$ cat src/rtl/uart_tx_arbiter_if.sv
// Requester and TX holding-register signals shared through the UART TX arbiter.
interface uart_tx_arbiter_if #(
    parameter int unsigned NREQ = 4,
    parameter int unsigned DW   = 8
);
    logic [NREQ-1:0]    req;
    logic [NREQ*DW-1:0] req_data;
    logic [NREQ-1:0]    req_last;
    logic [NREQ-1:0]    ack;
    logic [NREQ-1:0]    gnt;
    logic [2:0]         gnt_id;
    logic               busy;
    logic               txif;
    logic               txreg_we;
    logic [DW-1:0]      txreg_data;

    modport master (
        output req, req_data, req_last, txif,
        input  ack, gnt, gnt_id, busy, txreg_we, txreg_data
    );

    modport slave (
        input  req, req_data, req_last, txif,
        output ack, gnt, gnt_id, busy, txreg_we, txreg_data
    );
endinterface

$ cat src/rtl/uart_tx_arbiter.sv
// Round-robin arbiter sharing one UART TX holding register among NREQ byte requesters.
// Defining UART_ARB_TIMEOUT_EN adds a sticky stall timeout that releases a stuck grant.
module uart_tx_arbiter #(
    parameter int unsigned NREQ      = 4,
    parameter int unsigned DW        = 8,
    parameter int unsigned BURST_MAX = 16,
    parameter int unsigned BLANK_CYC = 2,
    parameter int unsigned TIMEOUT   = 1024
) (
    input  logic             clk,
    input  logic             rst,
    uart_tx_arbiter_if.slave bus,
    output logic             timeout_err
);
    typedef enum logic [1:0] {StIdle, StGrant, StBlank} state_e;

    localparam int unsigned BlankW = (BLANK_CYC > 1) ? $clog2(BLANK_CYC) : 1;

    state_e            state;
    logic [2:0]        rr_ptr;
    logic [7:0]        byte_cnt;
    logic [BlankW-1:0] blank_cnt;
    logic              last_byte;

    logic [NREQ-1:0]   gnt_q;
    logic [2:0]        gnt_id_q;
    logic              busy_q;
    logic [NREQ-1:0]   ack_q;
    logic              we_q;
    logic [DW-1:0]     data_q;

    logic              owner_req;
    logic              owner_last;
    logic [DW-1:0]     owner_data;
    logic              arb_found;
    logic [2:0]        arb_idx;
    logic              blank_done;
    logic              timeout_hit;
    logic              release_now;

    assign owner_req  = |(bus.req & gnt_q);
    assign owner_last = |(bus.req_last & gnt_q);

    always_comb begin
        owner_data = '0;
        for (int unsigned i = 0; i < NREQ; i++) begin
            if (gnt_q[i]) owner_data = bus.req_data[i*DW +: DW];
        end
    end

    // Smallest requester above rr_ptr wins; otherwise wrap to the smallest one at or below it.
    always_comb begin
        arb_found = 1'b0;
        arb_idx   = '0;
        for (int i = int'(NREQ) - 1; i >= 0; i--) begin
            if (bus.req[i] && i <= int'(rr_ptr)) begin
                arb_found = 1'b1;
                arb_idx   = 3'(i);
            end
        end
        for (int i = int'(NREQ) - 1; i >= 0; i--) begin
            if (bus.req[i] && i > int'(rr_ptr)) begin
                arb_found = 1'b1;
                arb_idx   = 3'(i);
            end
        end
    end

    assign blank_done  = (blank_cnt == BlankW'(BLANK_CYC - 1));
    assign release_now = ((state == StGrant) && !owner_req) || timeout_hit ||
                         ((state == StBlank) && blank_done &&
                          (last_byte || byte_cnt == 8'(BURST_MAX)));

    always_ff @(posedge clk) begin
        if (rst) begin
            state     <= StIdle;
            rr_ptr    <= 3'(NREQ - 1);
            byte_cnt  <= '0;
            blank_cnt <= '0;
            last_byte <= 1'b0;
            gnt_q     <= '0;
            gnt_id_q  <= '0;
            busy_q    <= 1'b0;
            ack_q     <= '0;
            we_q      <= 1'b0;
            data_q    <= '0;
        end else begin
            ack_q <= '0;
            we_q  <= 1'b0;
            if (release_now) begin
                // Released owner becomes lowest priority; arbitration waits one idle cycle.
                state     <= StIdle;
                rr_ptr    <= gnt_id_q;
                byte_cnt  <= '0;
                blank_cnt <= '0;
                gnt_q     <= '0;
                gnt_id_q  <= '0;
                busy_q    <= 1'b0;
            end else begin
                case (state)
                    StIdle: begin
                        if (arb_found) begin
                            gnt_q    <= NREQ'(1) << arb_idx;
                            gnt_id_q <= arb_idx;
                            busy_q   <= 1'b1;
                            state    <= StGrant;
                        end
                    end
                    StGrant: begin
                        if (bus.txif) begin
                            we_q      <= 1'b1;
                            data_q    <= owner_data;
                            ack_q     <= gnt_q;
                            byte_cnt  <= byte_cnt + 8'd1;
                            last_byte <= owner_last;
                            blank_cnt <= '0;
                            state     <= StBlank;
                        end
                    end
                    StBlank: begin
                        if (blank_done) state <= StGrant;
                        else blank_cnt <= blank_cnt + 1'b1;
                    end
                    default: state <= StIdle;
                endcase
            end
        end
    end

`ifdef UART_ARB_TIMEOUT_EN
    localparam int unsigned TimeoutW = $clog2(TIMEOUT + 1);

    logic [TimeoutW-1:0] to_cnt;
    logic                stalled;
    logic                err_q;

    assign stalled     = (state == StGrant) && owner_req && !bus.txif;
    assign timeout_hit = stalled && (to_cnt == TimeoutW'(TIMEOUT - 1));

    always_ff @(posedge clk) begin
        if (rst) begin
            to_cnt <= '0;
            err_q  <= 1'b0;
        end else begin
            if (!stalled || timeout_hit) to_cnt <= '0;
            else to_cnt <= to_cnt + 1'b1;
            if (timeout_hit) err_q <= 1'b1;
        end
    end

    assign timeout_err = err_q;
`else
    assign timeout_hit = 1'b0;
    assign timeout_err = 1'b0;
`endif

    assign bus.gnt        = gnt_q;
    assign bus.gnt_id     = gnt_id_q;
    assign bus.busy       = busy_q;
    assign bus.ack        = ack_q;
    assign bus.txreg_we   = we_q;
    assign bus.txreg_data = data_q;

    // Write-port safety: single owner, consistent busy, writes separated by the blank window.
    assert property (@(posedge clk) disable iff (rst) $onehot0(gnt_q));
    assert property (@(posedge clk) disable iff (rst) busy_q == (gnt_q != '0));
    assert property (@(posedge clk) disable iff (rst) we_q |=> !we_q);
    assert property (@(posedge clk) disable iff (rst) we_q |-> $onehot(ack_q));
endmodule
$ cat src/flat_wrapper.sv
// flat-port wrapper written by rule: the top's interface ports become plain ports
module uart_tx_arbiter_flat 
#(
    parameter int unsigned NREQ      = 4,
    parameter int unsigned DW        = 8,
    parameter int unsigned BURST_MAX = 16,
    parameter int unsigned BLANK_CYC = 2,
    parameter int unsigned TIMEOUT   = 1024
)
  (clk, rst, timeout_err, bus_req, bus_req_data, bus_req_last, bus_txif, bus_ack, bus_gnt, bus_gnt_id, bus_busy, bus_txreg_we, bus_txreg_data);
  uart_tx_arbiter_if #(.NREQ(NREQ), .DW(DW)) bus_i ();
  input  logic clk;
  input  logic rst;
  output logic timeout_err;
  input wire logic [$bits(bus_i.req)-1:0] bus_req;
  input wire logic [$bits(bus_i.req_data)-1:0] bus_req_data;
  input wire logic [$bits(bus_i.req_last)-1:0] bus_req_last;
  input wire logic [$bits(bus_i.txif)-1:0] bus_txif;
  output wire logic [$bits(bus_i.ack)-1:0] bus_ack;
  output wire logic [$bits(bus_i.gnt)-1:0] bus_gnt;
  output wire logic [$bits(bus_i.gnt_id)-1:0] bus_gnt_id;
  output wire logic [$bits(bus_i.busy)-1:0] bus_busy;
  output wire logic [$bits(bus_i.txreg_we)-1:0] bus_txreg_we;
  output wire logic [$bits(bus_i.txreg_data)-1:0] bus_txreg_data;
  assign bus_i.req = bus_req;
  assign bus_i.req_data = bus_req_data;
  assign bus_i.req_last = bus_req_last;
  assign bus_i.txif = bus_txif;
  assign bus_ack = bus_i.ack;
  assign bus_gnt = bus_i.gnt;
  assign bus_gnt_id = bus_i.gnt_id;
  assign bus_busy = bus_i.busy;
  assign bus_txreg_we = bus_i.txreg_we;
  assign bus_txreg_data = bus_i.txreg_data;
  uart_tx_arbiter #(.NREQ(NREQ), .DW(DW), .BURST_MAX(BURST_MAX), .BLANK_CYC(BLANK_CYC), .TIMEOUT(TIMEOUT)) u_core (.clk(clk), .rst(rst), .bus(bus_i), .timeout_err(timeout_err));
endmodule
$ cat config.mk
export PLATFORM = sky130hd
export DESIGN_NAME = uart_tx_arbiter_flat
export DESIGN_NICKNAME = d
export VERILOG_FILES = /design/src/rtl/uart_tx_arbiter_if.sv /design/src/rtl/uart_tx_arbiter.sv /design/src/flat_wrapper.sv
export SDC_FILE = /design/constraint.sdc
export NUM_CORES = 1
export LEC_CHECK = 0
export CORE_MARGIN = 5
export CORE_UTILIZATION = 40
export CTS_BUF_LIST = sky130_fd_sc_hd__clkbuf_8
export DETAILED_ROUTE_END_ITERATION = 10
export DONT_BUFFER_PORTS = 1
export PLACE_DENSITY_LB_ADDON = 0.12
export SLEW_MARGIN = 0
export SYNTH_ARGS = -nofsm -noshare
export SYNTH_HDL_FRONTEND = slang
export SYNTH_SLANG_ARGS = --single-unit
$ cat constraint.sdc
create_clock -name clk -period 3.3 [get_ports clk]
set_input_delay 0.66 -clock clk [delete_from_list [all_inputs] [get_ports clk]]
set_output_delay 0.66 -clock clk [all_outputs]
set_load 0.1 [all_outputs]
==> summary.md <==
| Metric | Value |
|---|---|
| Clk_skew | `3.83 ps` |
| Worst reg-to-reg setup slack | `1070 ps` |
| Final setup margin | `1070 ps` |
| R2R Path End | `u_core.bus.gnt_id[0]$_SDFFE_PP0P_` |
| Fin. Hold Viols | `0` |
| Post-CTS Hold Buffers | `0` |
| CP Class | `flop to flop` |
| Post-DP HPWL | `3090 um` |
| Clk pwr share | `20.9%` |
| Starting DRT DRC Count | `58` |
| VDD IR max | `0.362 mV` |
| Slew @ Worst Pin | `1030 ps` |
| CP delay by family, top | `simple AND/OR/NAND/NOR gates` |
| IO Port Bufs | `0` |
| Remaining routing DRC violations | `0` |
| Post-DR wirelength/cell | `16.7 um` |
| CTS clk-pin slew, worst paths | `70 ps` |
| Largest net degree at the start of global routing | `24` |
| Post-synth EDFFs | `0` |
| Crit path max fanout | `23` |
| Count leader, synth | `nor2_1` |
| Final setup violation count | `0` |
| PwrDens | `843 nW/um2` |
| Ys Warns | `0` |
| Buf+Inv Stages, Crit Path | `0` |
| Clock Sinks | `34` |
| Root buf cell | `clkbuf_8` |
| Leakage | `0.665 nW` |
| Crit path DAT | `2370 ps` |
| Num rows | `23` |
| Drt total wl | `4170 um` |
| Sequential share of the synthesized area | `40.6%` |
| Largest area contributor in the netlist | `dfxtp_1` |
| CP cell instances | `a222oi_1 -> nand4b_1 -> o21ai_2 -> or2_1 -> nor2_1` |
| H-tree Lvls | `2` |
| Crit-path slowest cell | `or2_1` |
| Slew margin rel. | `31.3%` |
| WP data required | `3440 ps` |
| RSZ-0062 raised after global routing | `no` |
| Fraction of layout cells with a size suffix above 1 | `7.50%` |
| Initial Util | `41.6%` |
| Post-Syn Area per Cell | `8.31 um2` |
| Fmax | `449 MHz` |
| First-pass GRT wire length | `6440 um` |
| Clock Path Buffers | `2` |
| CP endpoint | `u_core.bus.gnt_id[0]$_SDFFE_PP0P_` |
| Switching share of power | `47.4%` |
| GRT Util Overall | `15.3%` |
| TritonCTS Buffers | `5` |
| HP Class | `input pin to flop` |
| Status | `completed` |
| Total Nets Final | `244` |
| Period utilization | `67.6%` |
| DR vias/cell | `5.70` |
| Initial antenna violation count | `0` |
| Syn-to-layout area delta | `4.92%` |
| Clock insertion delay at the later pin of the skew report | `280 ps` |
| Top cells by area, synth | `dfxtp_1, nor2_1, a21oi_1, a221o_1, a221oi_1` |
| Area fraction of the dominant cell type after synthesis | `40.6%` |
| Worst Setup SP | `u_core.bus.gnt[2]$_SDFFE_PP0P_` |
| CTS resizes | `0` |
| Largest stage delay on the critical path | `620 ps` |
| Vias in the first global route | `1374` |
| Post-Syn Area | `1680 um2` |
| Critical path depth in cells | `5` |
| Die ar. | `5590 um2` |
| DR vias | `1426` |
| CTS tree | `done` |
| Cells on worst reg2reg path | `5` |
| Setup total negative slack | `0 ps` |
| Internal power | `0.000781 W` |
| CP startpoint kind | `flop` |
| Yosys cell types | `43` |
| Post-CTS Repair Setup Buffers | `0` |
| CORE AREA | `4030 um2` |
| Die Span X | `74.8 um` |
| Post-synth ARST share | `0%` |
| MaxCap Viol Count | `0` |
| Post-Synthesis Cells | `202` |
| Flops & latches, synth | `34` |
| TritonRoute pass-1 iters | `4` |
| Synth cell count leaders | `nor2_1, dfxtp_1, a21oi_1` |
| Overall die height | `74.8 um` |
| Crit. End Element | `flop` |
| Residual antenna-violating net count after detailed routing | `0` |
| Post-layout util | `43.7%` |
| I/O Pins | `65` |
| Switching pwr | `0.000703 W` |
| # diodes | `0` |
| Prevailing post-synth register cell | `dfxtp_1` |
| Place WS | `1070 ps` |
| Gate power share | `26.9%` |
| Seq pwr share | `52.2%` |
| Overflow after GRT | `0` |
| Worst R2R Start | `u_core.bus.gnt[2]$_SDFFE_PP0P_` |
| Slew Viols, Final | `0` |
| Clock period minus worst slack | `2230 ps` |
| Final Wtd Congestion | `0.829` |
## flip-flops by register name, indices dropped and copies added (netlist names)
register	count
u_core.bus.busy	1
u_core.last_byte	1
u_core.bus.ack	4
u_core.byte_cnt	8
u_core.rr_ptr	2
u_core.bus.txreg_we	1
u_core.bus.txreg_data	8
u_core.state	2
u_core.blank_cnt	1
u_core.bus.gnt_id	2
u_core.bus.gnt	4
## cell usage in the layout (no fill, tap or decap), types with 2 or more instances in the layout
master,n
buf_4,3
a31oi_1,2
mux2i_1,3
dfxtp_1,32
nor2b_1,2
nand2b_1,5
inv_1,11
a21oi_1,19
a221o_1,8
nand3b_1,2
nor2_1,37
nand2_1,14
conb_1,2
clkbuf_8,6
nor3_1,11
a221oi_1,8
ha_1,2
dfxtp_2,2
and2_1,2
nand3_1,2
xnor2_1,3
a22oi_1,4
xor2_1,2
## power groups by stage
stage                     Combinational (W)  Clock [W]  Sequential (W)
after global routing               0.000446   0.000342        0.000783
final                              0.000400   0.000310        0.000775
after global placement             0.000389          0        0.000781
after floorplan                    0.000318          0        0.000810
after detailed placement           0.000398          0        0.000782
after CTS                          0.000400   0.000326        0.000773
## metrics by stage
stage,hold WS (ps),total power (W),cell area [um2],instances
global placement,473,0.00117,1670,242
floorplan,459,0.00113,1680,203
detailed placement,480,0.00118,1670,242
global route,423,0.00157,1760,250
finish,448,0.00148,1760,250
CTS,433,0.00150,1760,250
## layout make-up
| type | instances | area, um2 |
|---|---|---|
| Sequential cell | 34 | 683 |
| Multi-Input combinational cell | 145 | 863 |
| Fill cell | 406 | 2270 |
| Tap cell | 50 | 62.6 |
| Clock buffer | 6 | 82.6 |
| Clock inverter | 2 | 8.76 |
| Timing Repair Buffer | 3 | 22.5 |
| Inverter | 10 | 37.5 |
## kinds of logic after synthesis
| family | after synthesis | synth area share (%) |
|---|---|---|
| AOI/OAI and AO/OA | 50 | 21.7 |
| xor gates and xnor gates | 5 | 2.61 |
| buffers and inverters | 24 | 8.20 |
| other | 1 | 0.223 |
| and+or+nand+nor | 83 | 23.4 |
| muxes | 3 | 1.79 |
| adders and majority gates | 2 | 1.49 |
| DFF | 34 | 40.6 |
## worst register-to-register path: cells and delay by family (launching register included)
family	cells	cell delay, ps
and+or+nand+nor	3	950
DFF	1	600
AOI/OAI and AO/OA	2	530
## worst min path at each step
stage                                                from                              end  cells after the start
final                                                 rst    u_core.last_byte$_SDFFE_PP0P_                      1
after global routing                                  rst    u_core.last_byte$_SDFFE_PP0P_                      1
after global placement    u_core.byte_cnt[0]$_SDFFE_PP0P_  u_core.byte_cnt[0]$_SDFFE_PP0P_                      2
after detailed placement  u_core.byte_cnt[0]$_SDFFE_PP0P_  u_core.byte_cnt[0]$_SDFFE_PP0P_                      2
after CTS                                             rst    u_core.last_byte$_SDFFE_PP0P_                      1
after floorplan           u_core.byte_cnt[0]$_SDFFE_PP0P_  u_core.byte_cnt[0]$_SDFFE_PP0P_                      2
## metal layers
metal | GRT usage, % | wire (um)
met5 | 0 | 0
met1 | 19.3 | 1860
met4 | 4.55 | 48
met3 | 8.68 | 354
met2 | 22.3 | 1900
(Power assumes the default switching activity.)
